[config.mk]
export PLATFORM = sky130hd
export DESIGN_NAME = sram_stream_fifo_ctrl
export DESIGN_NICKNAME = d
export VERILOG_FILES = /design/src/rtl/sram_stream_fifo_ctrl.sv
export SDC_FILE = /design/constraint.sdc
export NUM_CORES = 1
export LEC_CHECK = 0
export ABC_CLOCK_PERIOD_IN_PS = 5600
export CAP_MARGIN = 20
export CORE_ASPECT_RATIO = 0.75
export CORE_UTILIZATION = 45
export CTS_CLUSTER_SIZE = 24
export DETAILED_ROUTE_END_ITERATION = 10
export GPL_ROUTABILITY_DRIVEN = 0
export MAX_ROUTING_LAYER = met4
export PLACE_DENSITY = 0.77
export SLEW_MARGIN = 5
export SYNTH_ARGS = -nofsm -noshare
export SYNTH_HDL_FRONTEND = slang
export SYNTH_SLANG_ARGS = --single-unit
export TNS_END_PERCENT = 10
[constraint.sdc]
create_clock -name clock -period 5.6 [get_ports clock]
set_clock_uncertainty 0.15 [all_clocks]
set_input_delay 1.4 -clock clock [delete_from_list [all_inputs] [get_ports clock]]
set_output_delay 1.4 -clock clock [all_outputs]
set_load 0.03 [all_outputs]
[src/rtl/sram_stream_fifo_ctrl.sv]
// ---------------------------------------------------------------------------
// sram_stream_fifo_ctrl
//
// Purpose:
//   Wraps a 1W1R SRAM macro (DEPTH x DATA_W, one-cycle read latency) into a
//   ready/valid streaming FIFO for spectrometer sample/bin buffering. The
//   block sequences the SRAM write and read ports, keeps the pointers and
//   occupancy, and hides the read latency behind a 2-entry register
//   prefetch buffer. This lets it sustain one word per cycle with no
//   bubbles.
//
// Ports:
//   clock          single clock; also the SRAM R0/W0 clock
//   reset_n        asynchronous active-low reset
//   flush          synchronous clear of all contents (active-high)
//   in_valid/in_ready/in_data      upstream ready/valid port
//   out_valid/out_ready/out_data   downstream ready/valid port (head word)
//   count          words held: SRAM + in-flight read + prefetch buffer
//   sram_W0_*      SRAM write port (en/addr/data)
//   sram_R0_*      SRAM read port (en/addr); R0_data is valid the cycle
//                  after the enabling edge and is held afterwards
// ---------------------------------------------------------------------------
module sram_stream_fifo_ctrl #(
    parameter int DATA_W = 32,
    parameter int ADDR_W = 8,
    parameter int DEPTH  = 256
) (
    input  logic              clock,
    input  logic              reset_n,
    input  logic              flush,
    input  logic              in_valid,
    output logic              in_ready,
    input  logic [DATA_W-1:0] in_data,
    output logic              out_valid,
    input  logic              out_ready,
    output logic [DATA_W-1:0] out_data,
    output logic [ADDR_W+1:0] count,
    output logic              sram_W0_en,
    output logic [ADDR_W-1:0] sram_W0_addr,
    output logic [DATA_W-1:0] sram_W0_data,
    output logic              sram_R0_en,
    output logic [ADDR_W-1:0] sram_R0_addr,
    input  logic [DATA_W-1:0] sram_R0_data
);

    localparam logic [ADDR_W:0] SRAM_FULL = (ADDR_W+1)'(DEPTH);

    // Registered state
    logic [ADDR_W-1:0] wr_ptr;
    logic [ADDR_W-1:0] rd_ptr;
    logic [ADDR_W:0]   sram_cnt;
    logic              inflight;
    logic [1:0]        buf_cnt;
    logic [DATA_W-1:0] slot0;
    logic [DATA_W-1:0] slot1;

    // Next-state values
    logic [ADDR_W-1:0] wr_ptr_nxt;
    logic [ADDR_W-1:0] rd_ptr_nxt;
    logic [ADDR_W:0]   sram_cnt_nxt;
    logic              inflight_nxt;
    logic [1:0]        buf_cnt_nxt;
    logic [DATA_W-1:0] slot0_nxt;
    logic [DATA_W-1:0] slot1_nxt;

    // Per-cycle events
    logic       push;
    logic       pop;
    logic       issue;
    logic [2:0] buf_claim;
    logic [2:0] buf_room;

    // in_ready depends only on registered SRAM occupancy. This keeps
    // out_ready off the upstream timing path. The prefetch buffer adds
    // two words of capacity on top of the SRAM.
    assign in_ready  = (sram_cnt != SRAM_FULL);
    assign out_valid = (buf_cnt != 2'd0);

    // Flush overrides every transfer in its cycle.
    assign push = in_valid & in_ready & ~flush;
    assign pop  = out_valid & out_ready & ~flush;

    // Issue a read only when a buffer slot will still be free when the
    // data returns. Slots already claimed are the buffered words plus an
    // outstanding read. A pop in this cycle frees one slot.
    assign buf_claim = {1'b0, buf_cnt} + {2'b00, inflight};
    assign buf_room  = 3'd2 + {2'b00, pop};
    assign issue     = (sram_cnt != '0) & ~flush & (buf_claim < buf_room);

    // Next-state logic: pointers, SRAM occupancy, the in-flight flag and the
    // head-at-slot0 prefetch buffer. A captured word goes to the first free
    // slot once any pop has shifted slot1 down.
    always_comb begin
        wr_ptr_nxt   = wr_ptr;
        rd_ptr_nxt   = rd_ptr;
        sram_cnt_nxt = sram_cnt;
        inflight_nxt = issue;
        buf_cnt_nxt  = buf_cnt;
        slot0_nxt    = slot0;
        slot1_nxt    = slot1;

        if (flush) begin
            wr_ptr_nxt   = '0;
            rd_ptr_nxt   = '0;
            sram_cnt_nxt = '0;
            inflight_nxt = 1'b0;
            buf_cnt_nxt  = 2'd0;
            slot0_nxt    = '0;
            slot1_nxt    = '0;
        end else begin
            if (push) begin
                wr_ptr_nxt = wr_ptr + ADDR_W'(1);
            end
            if (issue) begin
                rd_ptr_nxt = rd_ptr + ADDR_W'(1);
            end

            case ({push, issue})
                2'b10:   sram_cnt_nxt = sram_cnt + (ADDR_W+1)'(1);
                2'b01:   sram_cnt_nxt = sram_cnt - (ADDR_W+1)'(1);
                default: sram_cnt_nxt = sram_cnt;
            endcase

            // inflight marks the cycle in which sram_R0_data holds the word
            // that was issued at the previous edge.
            case ({inflight, pop})
                2'b11: begin
                    if (buf_cnt == 2'd1) begin
                        slot0_nxt = sram_R0_data;
                    end else begin
                        slot0_nxt = slot1;
                        slot1_nxt = sram_R0_data;
                    end
                end
                2'b10: begin
                    if (buf_cnt == 2'd0) begin
                        slot0_nxt = sram_R0_data;
                    end else begin
                        slot1_nxt = sram_R0_data;
                    end
                    buf_cnt_nxt = buf_cnt + 2'd1;
                end
                2'b01: begin
                    slot0_nxt   = slot1;
                    buf_cnt_nxt = buf_cnt - 2'd1;
                end
                default: begin
                    buf_cnt_nxt = buf_cnt;
                end
            endcase
        end
    end

    // State register with asynchronous active-low reset
    always_ff @(posedge clock or negedge reset_n) begin
        if (!reset_n) begin
            wr_ptr   <= '0;
            rd_ptr   <= '0;
            sram_cnt <= '0;
            inflight <= 1'b0;
            buf_cnt  <= 2'd0;
            slot0    <= '0;
            slot1    <= '0;
        end else begin
            wr_ptr   <= wr_ptr_nxt;
            rd_ptr   <= rd_ptr_nxt;
            sram_cnt <= sram_cnt_nxt;
            inflight <= inflight_nxt;
            buf_cnt  <= buf_cnt_nxt;
            slot0    <= slot0_nxt;
            slot1    <= slot1_nxt;
        end
    end

    // Output logic: SRAM port drive, head word and total occupancy.
    // rd_ptr never equals wr_ptr while the SRAM holds words and is not
    // full, and pushes stop at full. Same-cycle read and write therefore
    // never hit the same address.
    always_comb begin
        sram_W0_en   = push;
        sram_W0_addr = wr_ptr;
        sram_W0_data = in_data;
        sram_R0_en   = issue;
        sram_R0_addr = rd_ptr;
        out_data     = slot0;
        count        = (ADDR_W+2)'(sram_cnt) + (ADDR_W+2)'(inflight)
                     + (ADDR_W+2)'(buf_cnt);
    end

endmodule

# --- Word level (Yosys, flattened, before mapping) ---
# Cells that the tools add are included.
# W data, S select, Z words.
classes:
  n_lt_le_gt_ge: 1
  addsub: 10
  n_bitwise: 7
  eq_ne: 10
  n_mux: 17
  reduce_logical: 11
op_table:
  columns: ["cell", "n"]
  rows:
  - ["$mux W32", 6]
  - ["$pmux W32 S3", 1]
  - ["$pmux W32 S2", 1]
  - ["$mux W8", 4]
  - ["$pmux W9 S2", 1]
  - ["$add A8 B1 Y8 const B", 2]
  - ["$add A10 B2 Y10", 1]
  - ["$add A9 B1 Y10", 1]
  - ["$add A9 B1 Y9 const B", 1]
  - ["$mux W9", 1]
  - ["$ne A3 B3 Y1 const B", 3]
  - ["$ne A9 B9 Y1 const B", 1]
  - ["$reduce_bool A3 Y1", 3]
  - ["$reduce_bool A9 Y1", 1]
  - ["$sub A9 B1 Y9 const B", 1]
  - ["$and A1 B1 Y1", 6]
  - ["$eq A2 B1 Y1 const B", 3]
  - ["$eq A2 B2 Y1 const B", 3]
  - ["$reduce_bool A2 Y1", 3]
  - ["$pmux W2 S2", 1]
  - ["$reduce_bool A4 Y1", 1]
  - ["$add A2 B1 Y3", 1]
  - ["$add A2 B1 Y3 const A", 1]
  - ["$lt A3 B3 Y1", 1]
  - ["8 further kinds", 8]
totals:
  elab_cells: 63
  in_bits: 69
  reg_bits: 92
  out_inout_bits: 94

# --- Logic depth before layout (Yosys ltp) ---
# Gate-level depths: netlist (run 1).
logic_depth:
  ltp_word: 9
  depth_mapped: 12
  mapped_depth_nobuf: 11

# --- Least setup slack after synthesis (run 1) ---
# No wires, ideal clock.
synth_timing:
  path_type: "input to register"
  start: "input port out_ready"
  end: "register sram_cnt[8]"
  setup_ns: 0.127
  path_buffers: 1
  t_arrival_ns: 4.219
  stages: 10
  setup_slack_ns: 1.105
  t_required_ns: 5.323
  cell_sequence: "or3b_1 > a211o_1 > buf_6 > nor3_1 > ha_1 > a211oi_1 > o211ai_1 > nand3b_1 > mux2i_1 > a311o_1"
synth_between:
  elab_chain_len: 8
  elab_cells_between_ends: 10
  cone_classes: "add/sub (1); order compare (1); eq/ne (2); mux (2); bitwise (3); reduce/logical (1)"
synth_lines:
  columns: ["element", "line", "rtl"]
  rows:
  - ["from (decl)", "35", "input logic out_ready,"]
  - ["$and A1 B1 Y1 (*) (2 in a row)", "81", "assign pop = out_valid & out_ready & ~flush;"]
  - ["$add A2 B1 Y3 (*)", "87", "assign buf_room = 3'd2 + {2'b00, pop};"]
  - ["$lt A3 B3 Y1 (*)", "88", "assign issue = (sram_cnt != '0) & ~flush & (buf_claim < buf_room);"]
  - ["$and A1 B1 Y1 (*)", "88", null]
  - ["$eq A2 B1 Y1 / $eq A2 B2 Y1 (equally long branches)", "118", "case ({push, issue})"]
  - ["$pmux W9 S2", "118", null]
  - ["$mux W9", "102", "if (flush) begin"]
  - ["to (signal assigned)", "167", "sram_cnt <= sram_cnt_nxt;"]
  - ["to (decl)", "51", "logic [ADDR_W:0] sram_cnt;"]
# Mark *: on every way between the ends. The rest lies on a longest branch, timed or not.
# A chain may end at the register's enable or synchronous reset.

# --- Final worst setup path (run 1) ---
layout_timing:
  start: "input port out_ready"
  end: "output port sram_R0_en"
layout_between:
  elab_chain_len: 5
layout_lines:
  columns: ["element", "line", "rtl"]
  rows:
  - ["$and A1 B1 Y1 (2 in a row)", "81", null]
  - ["$add A2 B1 Y3", "87", null]
  - ["$lt A3 B3 Y1", "88", null]
  - ["$and A1 B1 Y1", "88", null]
  - ["to (decl)", "41", "output logic sram_R0_en,"]
# No other way between the ends.

==> flow_summary.yaml, run 1 <==
outcome:
  status: "completed"
synthesis:
  synth_seq_cells: 92
  yosysTopAreaCell: "dfrtp_1"
  syn-num-nets: 680
  yosysMostFrequentCell: "dfrtp_1"
  synth_compound_area_frac: 0.216
  synth_seq_area_share: 0.415
  synthMuxAreaShare: 0.0727
  synth_adder_area_share: 0.0492
  synth_area_sq_mm: 0.00554
  synth_simple_gate_area_share: 0.128
  synth_xor_xnor_area_share: 0.0364
  synth_edf_count: 0
  synthArstFlopShare: 1.00
  yosys-top-cells-area: "dfrtp_1, mux2i_1, a21oi_1, nand2_1, a22o_1"
  synth_top_family_by_area: "compound AO/OA/AOI/OAI gates"
  ys_warn_count: 0
  synth_cell_type_count: 50
  synth_ff_type: "dfrtp_1"
  synth_cells: 591
  synth.avg_cell_area_sq_um: 9.38
  synth_top_area_share: 0.415
  synth_top_cells_by_count: "dfrtp_1, nand2_1, a21oi_1"
flow_run:
  maxCapViolCount: 0
route:
  finalWirelength_mm: 14.4
  vias: 4803
  via_per_inst: 5.97
  dr.pass1.iters: 5
  drc: 0
  ant_nets: 0
  drt_first_iter_violations: 356
  post_drt_wl_per_cell_microns: 17.8
hold_path:
  hp-class: "register to register"
critical_path:
  cp.arrival_ns: 3.52
  required_ns: 4.05
  endpoint_kind: "output pin"
  cp-start-kind: "input port"
  cp_max_fo: 4
  critPathKind: "input port to output pin"
sta:
  finalCritPeriodShare: 0.906
  worst_pin_slew_ns: 0.788
  rsz0062_at_grt: "no"
  drv_slew: 0
  setup_viol: 0
  setup_tns_ns: 0
  relSlewSlack: 0.459
  timing.hold.ws_ns: 0.352
  period_minus_slack_ns: 5.07
  fmax_ghz: 0.197
  hold_viol_final: 0
clock_network:
  cts.clk_slew.worst_paths_ns: 0.07
  postCtsSetupRepairBufs: 0
  clkSinkCount: 92
  cts_htree_levels: 3
  cts_buffers: 9
  clkLatencyLatePin_ns: 0.34
  cts_tree: "yes"
  ctsLongestPathBuffers: 2
  hold_buffers: 0
  root_buffer: "clkbuf_16"
  postCtsResizedCells: 0
floorplanning:
  fp.dieH_microns: 98.1
  rows: 34
  ios: 163
  start_util: 0.470
  die_area_sq_mm: 0.0128
  die_w_microns: 130
  core_sq_mm: 0.0118
pwr:
  p_sw_mw: 1.60
  pwr-share-clk: 0.189
  power_density_mw_per_mm2: 533
  seqPwrFrac: 0.273
  pwr-share-comb: 0.538
  ir_drop_mv: 0.282
  intPower_mw: 2.00
  power_leakage_nw: 2.82
  switching_share: 0.444
grt:
  grt_pass1_vias: 4622
  grt-ovfl-total: 0
  grt_max_degree: 66
  grt_pass1_wl_mm: 23.2
  antenna_found_initial: 0
  track_usage: 0.237
layout:
  final_nets: 727
  antenna_cells: 0
  syn_to_final_growth_pct: 21.8
  utilization: 0.573
  drive_gt1_frac: 0.0638
placement:
  dp_hpwl_mm: 9.26
  port_buffers: 98
layer usage:
layer  GRT usage  wire (microns)  vias to the layer above
li1            -               -                     2199
met1       0.316            6380                     2377
met2       0.353            6690                      184
met3      0.0499             950                       43
met4      0.0921             341                        0
met5           -               0                        -
state kept, by name, summed over array words and instances, names as in the netlist:
| register | count |
|---|---|
| sram_R0_addr | 8 |
| out_data | 32 |
| sram_cnt | 9 |
| inflight | 1 |
| buf_cnt | 2 |
| slot1 | 32 |
| sram_W0_addr | 8 |
through the flow:
step	cells	total power [mW]	setup WS [ns]	cell area [sq um]
5_1_grt	805	3.82	0.447	6750
2_1_floorplan	591	2.35	1.10	5540
3_5_place_dp	788	2.90	0.530	6400
3_3_place_gp	788	2.84	0.527	6400
6_report	805	3.60	0.529	6750
4_1_cts	804	3.59	0.526	6730
area by class of cell:
type | count | area [sq um]
fill | 1010 | 5030
inverter | 11 | 41.3
tap | 162 | 203
clock buffer | 9 | 225
sequential | 92 | 2300
timing repair buffer | 110 | 1080
multi-input combinational | 414 | 2800
clock inverter | 7 | 108
cell families (layout without fill, tap and decap cells):
group,Yosys count,after routing
AOI/OAI and AO/OA,176,176
xor gates and xnor gates,23,23
adders and majority gates,20,20
buffers and inverters,85,137
DFF,92,92
muxes,40,40
and+or+nand+nor,155,155
worst paths after layout:
kind	start	to	slack, ns	cells after the start
max reg2reg	buf_cnt[1]$_DFFE_PN0P_	sram_cnt[8]$_DFFE_PN0P_	1.87	13
min in group asynchronous	reset_n	out_data[10]$_DFFE_PN0P_	0.91	1
max in group asynchronous	reset_n	slot1[0]$_DFFE_PN0P_	3.30	2
max	out_ready	sram_R0_en	0.53	5
min reg2reg	sram_R0_addr[6]$_DFFE_PN0P_	sram_R0_addr[6]$_DFFE_PN0P_	0.35	1
min	sram_R0_addr[6]$_DFFE_PN0P_	sram_R0_addr[6]$_DFFE_PN0P_	0.35	1
worst max-delay path, stage by stage:
cell	delay [ns]
clkdlybuf4s50_1	0.46
or3b_1	0.36
a211o_1	0.32
nor2_1	0.25
clkdlybuf4s50_1	0.72
power by group through the flow:
stage	Combinational [mW]	Sequential (mW)	Clock [mW]
2_1_floorplan	1.27	1.08	0
3_3_place_gp	1.86	0.979	0
3_5_place_dp	1.91	0.989	0
4_1_cts	1.92	0.978	0.693
5_1_grt	2.10	1.00	0.719
6_report	1.93	0.983	0.680
layout by cell type (no fill, tap or decap), types with 12 or more instances in the layout:
| cell type | instances |
|---|---|
| nand2_1 | 79 |
| a21oi_1 | 73 |
| mux2i_1 | 38 |
| nand3_1 | 15 |
| nor2_1 | 24 |
| a22o_1 | 33 |
| buf_4 | 12 |
| dfrtp_1 | 92 |
| a221oi_1 | 32 |
| xnor2_1 | 16 |
| clkdlybuf4s50_1 | 96 |
| o21ai_0 | 12 |
| ha_1 | 15 |
Note: power is estimated with default switching activity, not from simulation.
==> inputs of run 2 (changes only) <==
Settings changed: SETUP_SLACK_MARGIN from default to 0.1, SLEW_MARGIN 5 to 20.
==> results of run 2 <==
No change in the layout: final DEF, timing and power equal those of run 1.
